**config.mk**
```make
export PLATFORM = sky130hd
export DESIGN_NAME = mole_scheduler
export DESIGN_NICKNAME = d
export VERILOG_FILES = /design/src/rtl/whack_pkg.sv /design/src/rtl/lfsr8.sv /design/src/rtl/mole_scheduler.sv
export SDC_FILE = /design/constraint.sdc
export NUM_CORES = 1
export LEC_CHECK = 0
export CORE_ASPECT_RATIO = 1.4
export CORE_MARGIN = 8
export CORE_UTILIZATION = 50
export CTS_CLUSTER_DIAMETER = 60
export DETAILED_ROUTE_END_ITERATION = 8
export GPL_TIMING_DRIVEN = 0
export PLACE_DENSITY = 0.74
export SYNTH_ARGS = -nofsm -noshare
export SYNTH_HDL_FRONTEND = slang
export SYNTH_SLANG_ARGS = --single-unit
export TNS_END_PERCENT = 50
```
**constraint.sdc**
```tcl
create_clock -name ClockIn -period 6.05 [get_ports ClockIn]
set_input_delay 0.9075 -clock ClockIn [delete_from_list [all_inputs] [get_ports ClockIn]]
set_output_delay 0.9075 -clock ClockIn [all_outputs]
set_load 0.02 [all_outputs]
```
**src/rtl/whack_pkg.sv**
```systemverilog
// Shared whack-a-mole definitions: game state encoding, display widths and
// the LFSR feedback mask reused by the display, VGA and speed-ramp stages.
package whack_pkg;

    typedef enum logic [1:0] {
        IDLE  = 2'd0,
        SPAWN = 2'd1,
        UP    = 2'd2,
        DONE  = 2'd3
    } game_state_t;

    localparam int SCORE_W = 8;
    localparam int TIME_W  = 7;

    // Right-shifting Galois mask for x^8 + x^6 + x^5 + x^4 + 1.
    localparam logic [7:0] LFSR_POLY = 8'hB8;

    function automatic logic [7:0] lfsr_next(input logic [7:0] s);
        lfsr_next = {1'b0, s[7:1]} ^ (s[0] ? LFSR_POLY : 8'h00);
    endfunction

endpackage

```
**src/rtl/lfsr8.sv**
```systemverilog
// Free-running 8-bit Galois LFSR; a maximal-length polynomial means a nonzero
// seed never reaches the all-zero lock-up state.
module lfsr8
    import whack_pkg::*;
#(
    parameter logic [7:0] SEED = 8'hA5
) (
    input  logic       ClockIn,
    input  logic       Reset,
    output logic [7:0] State
);

    always_ff @(posedge ClockIn) begin
        if (Reset) begin
            State <= SEED;
        end else begin
            State <= lfsr_next(State);
        end
    end

endmodule

```
**src/rtl/mole_scheduler.sv**
```systemverilog
// Game sequencer: runs the countdown and mole-up timers from the 1 Hz Tick,
// picks holes from the LFSR and scores rising edges on the hit buttons.
module mole_scheduler
    import whack_pkg::*;
#(
    parameter int         NUM_HOLES     = 4,
    parameter int         GAME_SECONDS  = 60,
    parameter int         MOLE_UP_TICKS = 2,
    parameter logic [7:0] LFSR_SEED     = 8'hA5
) (
    input  logic                 ClockIn,
    input  logic                 Reset,
    input  logic                 Tick,
    input  logic                 Start,
    input  logic [NUM_HOLES-1:0] Hit,
    output logic [NUM_HOLES-1:0] MoleOut,
    output logic [SCORE_W-1:0]   Score,
    output logic [TIME_W-1:0]    TimeLeft,
    output logic                 Busy,
    output logic                 GameOver,
    output game_state_t          StateDbg
);

    localparam logic [TIME_W-1:0] TIME_INIT = TIME_W'(GAME_SECONDS);
    localparam logic [3:0]        UP_INIT   = 4'(MOLE_UP_TICKS);
    localparam logic [3:0]        HOLES4    = 4'(NUM_HOLES);
    localparam logic [2:0]        LAST_HOLE = 3'(NUM_HOLES - 1);

    game_state_t          state_q, state_d;
    logic [NUM_HOLES-1:0] mole_q, mole_d, hit_q, hit_rise, mole_spawn;
    logic [SCORE_W-1:0]   score_q, score_d;
    logic [TIME_W-1:0]    time_q, time_d;
    logic [3:0]           up_q, up_d;
    logic [2:0]           prev_q, prev_d, cand, chosen;
    logic [7:0]           lfsr;
    logic                 active_rise, wrong_rise;

    lfsr8 #(.SEED(LFSR_SEED)) u_lfsr (
        .ClockIn (ClockIn),
        .Reset   (Reset),
        .State   (lfsr)
    );

    // Hit history runs in every state so a button held through Start never scores.
    assign hit_rise    = Hit & ~hit_q;
    assign active_rise = |(hit_rise & mole_q);
    assign wrong_rise  = |(hit_rise & ~mole_q) && !active_rise;

    always_comb begin
        cand   = 3'(lfsr[3:0] % HOLES4);
        chosen = cand;
        if (cand == prev_q) begin
            chosen = (cand == LAST_HOLE) ? 3'd0 : cand + 3'd1;
        end
        mole_spawn = {{(NUM_HOLES-1){1'b0}}, 1'b1} << chosen;
    end

    always_comb begin
        state_d = state_q;
        mole_d  = mole_q;
        score_d = score_q;
        time_d  = time_q;
        up_d    = up_q;
        prev_d  = prev_q;

        case (state_q)
            IDLE, DONE: begin
                if (Start) begin
                    state_d = SPAWN;
                    score_d = '0;
                    time_d  = TIME_INIT;
                    mole_d  = '0;
                end
            end
            SPAWN: begin
                mole_d  = mole_spawn;
                up_d    = UP_INIT;
                prev_d  = chosen;
                state_d = UP;
            end
            UP: begin
                if (active_rise) begin
                    score_d = (score_q == 8'hFF) ? score_q : score_q + 8'd1;
                    mole_d  = '0;
                    state_d = SPAWN;
                end else begin
                    if (wrong_rise && score_q != 8'd0) begin
                        score_d = score_q - 8'd1;
                    end
                    if (Tick) begin
                        up_d = up_q - 4'd1;
                        if (up_q == 4'd1) begin
                            mole_d  = '0;
                            state_d = SPAWN;
                        end
                    end
                end
            end
            default: state_d = IDLE;
        endcase

        // The game clock runs after scoring and overrides any mole transition.
        if ((state_q == SPAWN || state_q == UP) && Tick) begin
            time_d = time_q - 7'd1;
            if (time_q == 7'd1) begin
                time_d  = '0;
                mole_d  = '0;
                state_d = DONE;
            end
        end
    end

    always_ff @(posedge ClockIn) begin
        if (Reset) begin
            state_q <= IDLE;
            mole_q  <= '0;
            score_q <= '0;
            time_q  <= TIME_INIT;
            up_q    <= '0;
            prev_q  <= '0;
            hit_q   <= '0;
        end else begin
            state_q <= state_d;
            mole_q  <= mole_d;
            score_q <= score_d;
            time_q  <= time_d;
            up_q    <= up_d;
            prev_q  <= prev_d;
            hit_q   <= Hit;
        end
    end

    assign MoleOut  = mole_q;
    assign Score    = score_q;
    assign TimeLeft = time_q;
    assign Busy     = (state_q == SPAWN) || (state_q == UP);
    assign GameOver = (state_q == DONE);
    assign StateDbg = state_q;

endmodule

```
==> summary.json, run 1 <==
{
  "setup_path": {
    "timing.critical_path.to_type": "register",
    "worst-setup-path-type": "input pin to register",
    "kind_of_start_point_of_the_critical_path": "input pin",
    "worstPathMaxFanout": 15,
    "worstPathArrival_ns": 4.04,
    "required_ns": 6.24,
    "critPathLaunch": "Hit[3]",
    "r2r-start": "MoleOut[3]$_SDFF_PP0_"
  },
  "global_routing": {
    "overall_track_demand_over_capacity_in_global_routing": 0.158,
    "grt_pass1_wl_um": 8660,
    "grt_pass1_vias": 1955,
    "grt.overflow.total": 0,
    "grt_start_max_net_pins": 16,
    "grt_antenna_before_repair": 0
  },
  "place": {
    "detailedPlacementHpwl_um": 3620,
    "port_buffers": 30,
    "gp_congestion": 0.823,
    "dpl_cell_area_sq_um": 2500,
    "placed_cells": 330
  },
  "min_path": {
    "hp-class": "register to register",
    "holdCritStartpoint": "u_lfsr.State[3]$_SDFF_PP0_"
  },
  "layout": {
    "area_growth_syn_to_layout_pct": 22.9,
    "diodes": 0,
    "final_std_cells_w_o_fill": 338,
    "final_net_count": 315,
    "final_area_sq_um": 2630,
    "final_layout_size_suffix_gt1_frac": 0.0546
  },
  "timing": {
    "timing_worst_slew_pin_value_ns": 0.900,
    "grt_setup_unrepaired": "false",
    "finalSetupViolations": 0,
    "finalHoldViolations": 0,
    "timing.slew.headroom": 0.397,
    "fin_worst_hold_slack_ns": 0.427,
    "slew_violations": 0,
    "finalClockSkew_ns": 0.00897,
    "min_period_over_period": 0.636,
    "period_needed_ns": 3.85,
    "timing.setup.tns_ns": 0,
    "max_clock_freq_mhz": 260
  },
  "synthesis": {
    "synth_simple_gate_area_share": 0.260,
    "synth.ff_latch_count": 39,
    "synth_most_common_cell": "sky130_fd_sc_hd__dfxtp_1",
    "ys_async_sr_fraction": 0,
    "mappedNetlistNets": 278,
    "ys.flop_type": "sky130_fd_sc_hd__dfxtp_1",
    "synth-xor-area-share": 0.0368,
    "synth_compound_gate_area_share": 0.185,
    "netlist_top_cells_count": "39 x sky130_fd_sc_hd__dfxtp_1, 25 x sky130_fd_sc_hd__a21oi_1, 22 x sky130_fd_sc_hd__nor2_1",
    "synth.area.top_cells": "sky130_fd_sc_hd__dfxtp_1 36%, sky130_fd_sc_hd__ha_1 8.2%, sky130_fd_sc_hd__a21oi_1 5.8%, sky130_fd_sc_hd__nor2_1 3.9%, sky130_fd_sc_hd__o21ai_0 3.7%",
    "synth_area_per_cell_sq_um": 8.40,
    "post_synthesis_cell_area_sq_um": 2140,
    "ys.warnings.count": 0,
    "ys_types": 48,
    "synth-seq-area-share": 0.365,
    "post-synth-top-area-cell": "sky130_fd_sc_hd__dfxtp_1",
    "synth.top_cell.area_share": 0.365,
    "synthAdderAreaFrac": 0.0912,
    "postSynthCellCount": 255,
    "number_of_flops_mapped_to_enable_cells_by_yosys": 0,
    "largest_family_of_logic_cells_by_synthesized_area": "simple AND/OR/NAND/NOR gates",
    "synthMuxAreaShare": 0.0187
  },
  "clocking": {
    "cts.path.max_buffers": 2,
    "clock-root-buffer": "sky130_fd_sc_hd__clkbuf_8",
    "cts-hold-fix-buffers": 0,
    "tritoncts_clock_tree": "built",
    "post_cts.resized_instances": 0,
    "clock_pin_slew_reported_for_the_worst_setup_and_hold_paths_after_clock_tree_synthesis_ns": 0.08,
    "cts_sink_count": 39,
    "number_of_buffers_created_by_cts": 5,
    "cts.htree.levels": 2,
    "post_cts.repair.setup_buffers": 0,
    "worst_skew_pair.late_latency_ns": 0.30
  },
  "power_and_ir_drop": {
    "vdd_ir_drop_max_mv": 0.235,
    "p_leak_nw": 1.01,
    "fin_total_pwr_mw": 0.929,
    "power.density_nw_per_um2": 353
  },
  "die": {
    "ios": 31,
    "dieArea_sq_um": 6660,
    "floorplan.initialDensity": 0.514,
    "chipWidth_um": 71.3,
    "die_h_um": 93.4,
    "core_area_sq_um": 4170,
    "placementRows": 28
  },
  "route": {
    "wirelength_um": 4980,
    "dr_total_vias": 1965,
    "route.detailed.drc": 0,
    "viasPerCell": 5.81,
    "initialDrtViolationCount": 131,
    "route.detailed.wl_per_inst_um": 14.7,
    "drt.antenna.violating_nets": 0,
    "dr.pass1.iters": 4
  },
  "outcome": {
    "outcome": "complete, no violations"
  },
  "flow_run": {
    "drv_cap": 0
  }
}
[cell type report]
| type | instances | area, sq um |
|---|---|---|
| plain buffers | 10 | 40.0 |
| flip-flops and latches | 39 | 781 |
| fillers | 380 | 1540 |
| multi-input cells | 192 | 1270 |
| clock buffers | 6 | 72.6 |
| inverters | 14 | 52.6 |
| repair buffers | 30 | 300 |
| clock inverters | 2 | 60.1 |
| well taps | 45 | 56.3 |
[layer usage]
layer / up-vias / global-route usage / part of all wire
met1: 937 / 0.167 / 0.42
met3: 5 / 0.0396 / 0.035
met2: 27 / 0.292 / 0.54
li1: 996 / - / -
met4: 0 / 0.0540 / 0.011
met5: - / 0 / 0
[power by group]
part,internal (mW),leakage [nW],switching (mW)
clock network,0.165,0.0654,0.0919
logic,0.144,0.626,0.202
registers,0.293,0.319,0.0339
total,0.601,1.01,0.328
[critical path, cell delays in order]
cell                              delay [ns]
sky130_fd_sc_hd__clkdlybuf4s50_1        0.45
sky130_fd_sc_hd__and3b_1                0.18
sky130_fd_sc_hd__or4_1                  0.49
sky130_fd_sc_hd__buf_2                  0.16
sky130_fd_sc_hd__clkinv_1               0.24
sky130_fd_sc_hd__ha_1                   0.30
sky130_fd_sc_hd__a21oi_1                0.19
sky130_fd_sc_hd__o221ai_1               0.19
sky130_fd_sc_hd__o41ai_1                0.57
sky130_fd_sc_hd__mux2i_1                0.26
sky130_fd_sc_hd__nand4_1                0.10
[logic make-up (layout without fill, tap and decap cells)]
group / Yosys count / in the layout
AOI/OAI and AO/OA: 64 / 64
xor gates and xnor gates: 9 / 9
adders and majority gates: 15 / 15
buffers and inverters: 24 / 62
DFF: 39 / 39
muxes: 4 / 4
and+or+nand+nor: 100 / 100
[final timing paths]
| path | depth (start not counted) | to | slack (ns) |
|---|---|---|---|
| max | 11 | Score[7]$_SDFFE_PP0P_ | 2.20 |
| min | 1 | u_lfsr.State[2]$_SDFF_PP1_ | 0.43 |
| max reg2reg | 10 | Score[7]$_SDFFE_PP0P_ | 2.90 |
| min reg2reg | 1 | u_lfsr.State[2]$_SDFF_PP1_ | 0.43 |
[layout by cell type, fill, tap and decap left out, types with 2 or more instances in the layout]
cell type,count
sky130_fd_sc_hd__dfxtp_1,39
sky130_fd_sc_hd__clkdlybuf4s50_1,30
sky130_fd_sc_hd__a21oi_1,25
sky130_fd_sc_hd__nor2_1,22
sky130_fd_sc_hd__o21ai_0,16
sky130_fd_sc_hd__nand2_1,15
sky130_fd_sc_hd__ha_1,14
sky130_fd_sc_hd__inv_1,13
sky130_fd_sc_hd__nor2b_1,11
sky130_fd_sc_hd__clkbuf_1,8
sky130_fd_sc_hd__nand4_1,8
sky130_fd_sc_hd__xnor2_1,6
sky130_fd_sc_hd__nor3_1,6
sky130_fd_sc_hd__or4_1,5
sky130_fd_sc_hd__nand2b_1,5
sky130_fd_sc_hd__nor3b_1,5
sky130_fd_sc_hd__clkbuf_8,5
sky130_fd_sc_hd__and3b_1,4
sky130_fd_sc_hd__mux2i_1,4
sky130_fd_sc_hd__or2_2,4
sky130_fd_sc_hd__nand3_1,4
sky130_fd_sc_hd__xor2_1,3
sky130_fd_sc_hd__o41ai_1,3
sky130_fd_sc_hd__or3_1,3
sky130_fd_sc_hd__buf_2,2
sky130_fd_sc_hd__a31oi_1,2
sky130_fd_sc_hd__or3b_2,2
sky130_fd_sc_hd__o211ai_1,2
sky130_fd_sc_hd__a221o_1,2
sky130_fd_sc_hd__a221oi_1,2
sky130_fd_sc_hd__nand3b_1,2
sky130_fd_sc_hd__bufinv_16,2
[registers in the layout (all words and copies together), names as in the netlist]
name	count
up_q	4
u_lfsr.State	8
StateDbg	2
Score	8
TimeLeft	7
hit_q	4
prev_q	2
MoleOut	4
[through the flow]
step | worst slack (ns) | util
after global routing | 1.93 | 0.631
after CTS | 2.18 | 0.631
after global placement | 1.85 | 0.599
final | 2.20 | 0.631
after floorplan | 2.72 | -
after detailed placement | 1.86 | 0.599
Power figures use the tool's default switching activity.
==> run 2: changes to the inputs <==
clock period = 3.59 ns   (was 6.05 ns; I/O delays follow)
==> run 2 against run 1 <==
  * Register-to-register slack worse by 2.3 ns
  * Worst setup slack worse by 1.9 ns
  * Via count down 0.20%
  * Final area up 0.29%
  * Hold slack unchanged
==> summary.json, run 2 (synthesized netlist as in run 1, its figures left out) <==
{
  "outcome": {
    "outcome": "complete, no violations"
  },
  "setup_path": {
    "worstPathArrival_ns": 3.49,
    "setup.reg_to_reg.worst_slack_ns": 0.62,
    "critPathLaunch": "Hit[3]",
    "critical_path.slowest_cell": "sky130_fd_sc_hd__or4_1",
    "timing.critical_path.to_type": "register",
    "delay_heaviest_family_cp": "buffers and inverters",
    "required_ns": 3.78,
    "worstPathMaxFanout": 15,
    "r2r-end": "Score[7]$_SDFFE_PP0P_",
    "r2r-start": "MoleOut[3]$_SDFF_PP0_",
    "worst-r2r-cell-count": 10,
    "timing.critical_path.buf_inv": 3,
    "cp_slowest_stage_delay_ns": 0.49,
    "worst-setup-path-type": "input pin to register",
    "crit_chain": "clkdlybuf4s50_1 > and3b_1 > or4_1 > buf_2 > clkinv_1 > ha_1 > a21oi_1 > o221ai_1 > o41ai_2 > mux2i_1 > nand4_1",
    "kind_of_start_point_of_the_critical_path": "input pin"
  },
  "route": {
    "met3_length_um": 174,
    "wirelength_um": 4970,
    "maxUsedRoutingLayer": "met4",
    "drt.antenna.violating_nets": 0,
    "met1Wirelength_um": 2080,
    "route.detailed.wl_per_inst_um": 14.7,
    "dr_total_vias": 1961,
    "viasPerCell": 5.80,
    "met2_wirelength_um": 2660,
    "initialDrtViolationCount": 131,
    "route.detailed.drc": 0,
    "dr.pass1.iters": 4
  },
  "clocking": {
    "cts.path.max_buffers": 2,
    "clock_pin_slew_reported_for_the_worst_setup_and_hold_paths_after_clock_tree_synthesis_ns": 0.08,
    "worst_skew_pair.late_latency_ns": 0.30,
    "number_of_buffers_created_by_cts": 5,
    "cts.htree.levels": 2,
    "clock-root-buffer": "sky130_fd_sc_hd__clkbuf_8",
    "cts_sink_count": 39,
    "tritoncts_clock_tree": "built"
  },
  "layout": {
    "diodes": 0,
    "fillCellCount": 380,
    "multiInputGateArea_sq_um": 1270,
    "ff_latch_area_sq_um": 781,
    "final_layout_size_suffix_gt1_frac": 0.0580,
    "area_growth_syn_to_layout_pct": 23.2,
    "final_net_count": 315,
    "final_std_cells_w_o_fill": 338,
    "layout_commonest_cell": "sky130_fd_sc_hd__dfxtp_1",
    "final_cell_mix": "39 x sky130_fd_sc_hd__dfxtp_1, 30 x sky130_fd_sc_hd__clkdlybuf4s50_1, 25 x sky130_fd_sc_hd__a21oi_1"
  },
  "timing": {
    "min_period_over_period": 0.919,
    "max_clock_freq_mhz": 303,
    "slew_violations": 0,
    "timing.slew.headroom": 0.398,
    "grt_setup_unrepaired": "false",
    "finalClockSkew_ns": 0.00897,
    "period_needed_ns": 3.30,
    "finalHoldViolations": 0,
    "timing_worst_slew_pin_value_ns": 0.898,
    "finalSetupViolations": 0
  },
  "die": {
    "floorplan.initialDensity": 0.514,
    "core_area_sq_um": 4170,
    "die_h_um": 93.4,
    "dieArea_sq_um": 6660,
    "placementRows": 28,
    "chipWidth_um": 71.3,
    "ios": 31
  },
  "power_and_ir_drop": {
    "power.density_nw_per_um2": 595,
    "internal_power_mw": 1.01,
    "clock_power_share": 0.276,
    "power.share.combinational": 0.374,
    "p_leak_nw": 1.01,
    "power.switching_fraction": 0.353,
    "power.net_switching_mw": 0.554,
    "fin_total_pwr_mw": 1.57,
    "vdd_ir_drop_max_mv": 0.397,
    "power.sequential.fraction": 0.351
  },
  "place": {
    "port_buffers": 30,
    "gp_congestion": 0.823,
    "placed_cells": 330,
    "detailedPlacementHpwl_um": 3620
  },
  "global_routing": {
    "grt_start_max_net_pins": 16,
    "grt_pass1_vias": 1955,
    "overall_track_demand_over_capacity_in_global_routing": 0.158,
    "grt_antenna_before_repair": 0,
    "grt_pass1_wl_um": 8660,
    "grt.overflow.total": 0
  },
  "min_path": {
    "whs_endpoint": "u_lfsr.State[2]$_SDFF_PP1_",
    "holdCritStartpoint": "u_lfsr.State[3]$_SDFF_PP0_",
    "hold-path-cell-count": 1,
    "hp-class": "register to register"
  },
  "flow_run": {
    "drv_cap": 0
  }
}
run 2: stage by stage:
step / setup TNS [ns] / hold slack, ns / utilization / cell area, sq um / setup WS [ns]
final: 0 / 0.427 / 0.633 / 2640 / 0.292
after floorplan: 0 / 0.389 / - / 2140 / 0.630
after global placement: -0.236 / 0.407 / 0.599 / 2500 / -0.236
after CTS: 0 / 0.429 / 0.631 / 2630 / 0.0865
after global routing: 0 / 0.434 / 0.633 / 2640 / 0.0590
after detailed placement: -0.233 / 0.395 / 0.599 / 2500 / -0.233
run 2: worst max-delay path by stage:
stage               slack [ns]  cells after the start               endpoint
floorplan                 0.63                     10  Score[7]$_SDFFE_PP0P_
global placement         -0.24                     11  Score[7]$_SDFFE_PP0P_
detailed placement       -0.23                     11  Score[7]$_SDFFE_PP0P_
CTS                       0.09                     11  Score[7]$_SDFFE_PP0P_
global route              0.06                     11  Score[7]$_SDFFE_PP0P_
finish                    0.29                     11  Score[7]$_SDFFE_PP0P_
run 2: final cells by class:
cell class                 count  share of cell area
timing repair buffer          30               0.114
tap                           45              0.0213
clock buffer                   6              0.0275
buffer                        10              0.0152
multi-input combinational    192               0.483
clock inverter                 2              0.0228
sequential                    39               0.296
inverter                      14              0.0199
run 2: what timing repair did:
item / 4_1_cts / 5_1_grt
hold buffers: 0 / 0
setup buffers: 0 / 0
endpoints found under the setup margin: 0 / 1
endpoints found under the hold margin: 0 / 0
resized for setup: 0 / 1
run 2: metal layers:
layer,up-vias,track usage
li1,996,-
met1,933,0.167
met2,27,0.292
met3,5,0.0396
met4,0,0.0540
met5,-,0
run 2: power by group through the flow:
stage                     Sequential, mW  Clock [mW]  Combinational, mW
after floorplan                    0.578           0              0.380
after global placement             0.557           0              0.565
after detailed placement           0.558           0              0.574
after CTS                          0.550       0.435              0.584
after global routing               0.561       0.454              0.662
final                              0.550       0.433              0.586
==> run 3: changes to the inputs <==
CAP_MARGIN = 15   (was default)
==> results of run 3 <==
No change in the layout: final DEF, timing and power equal those of run 2.
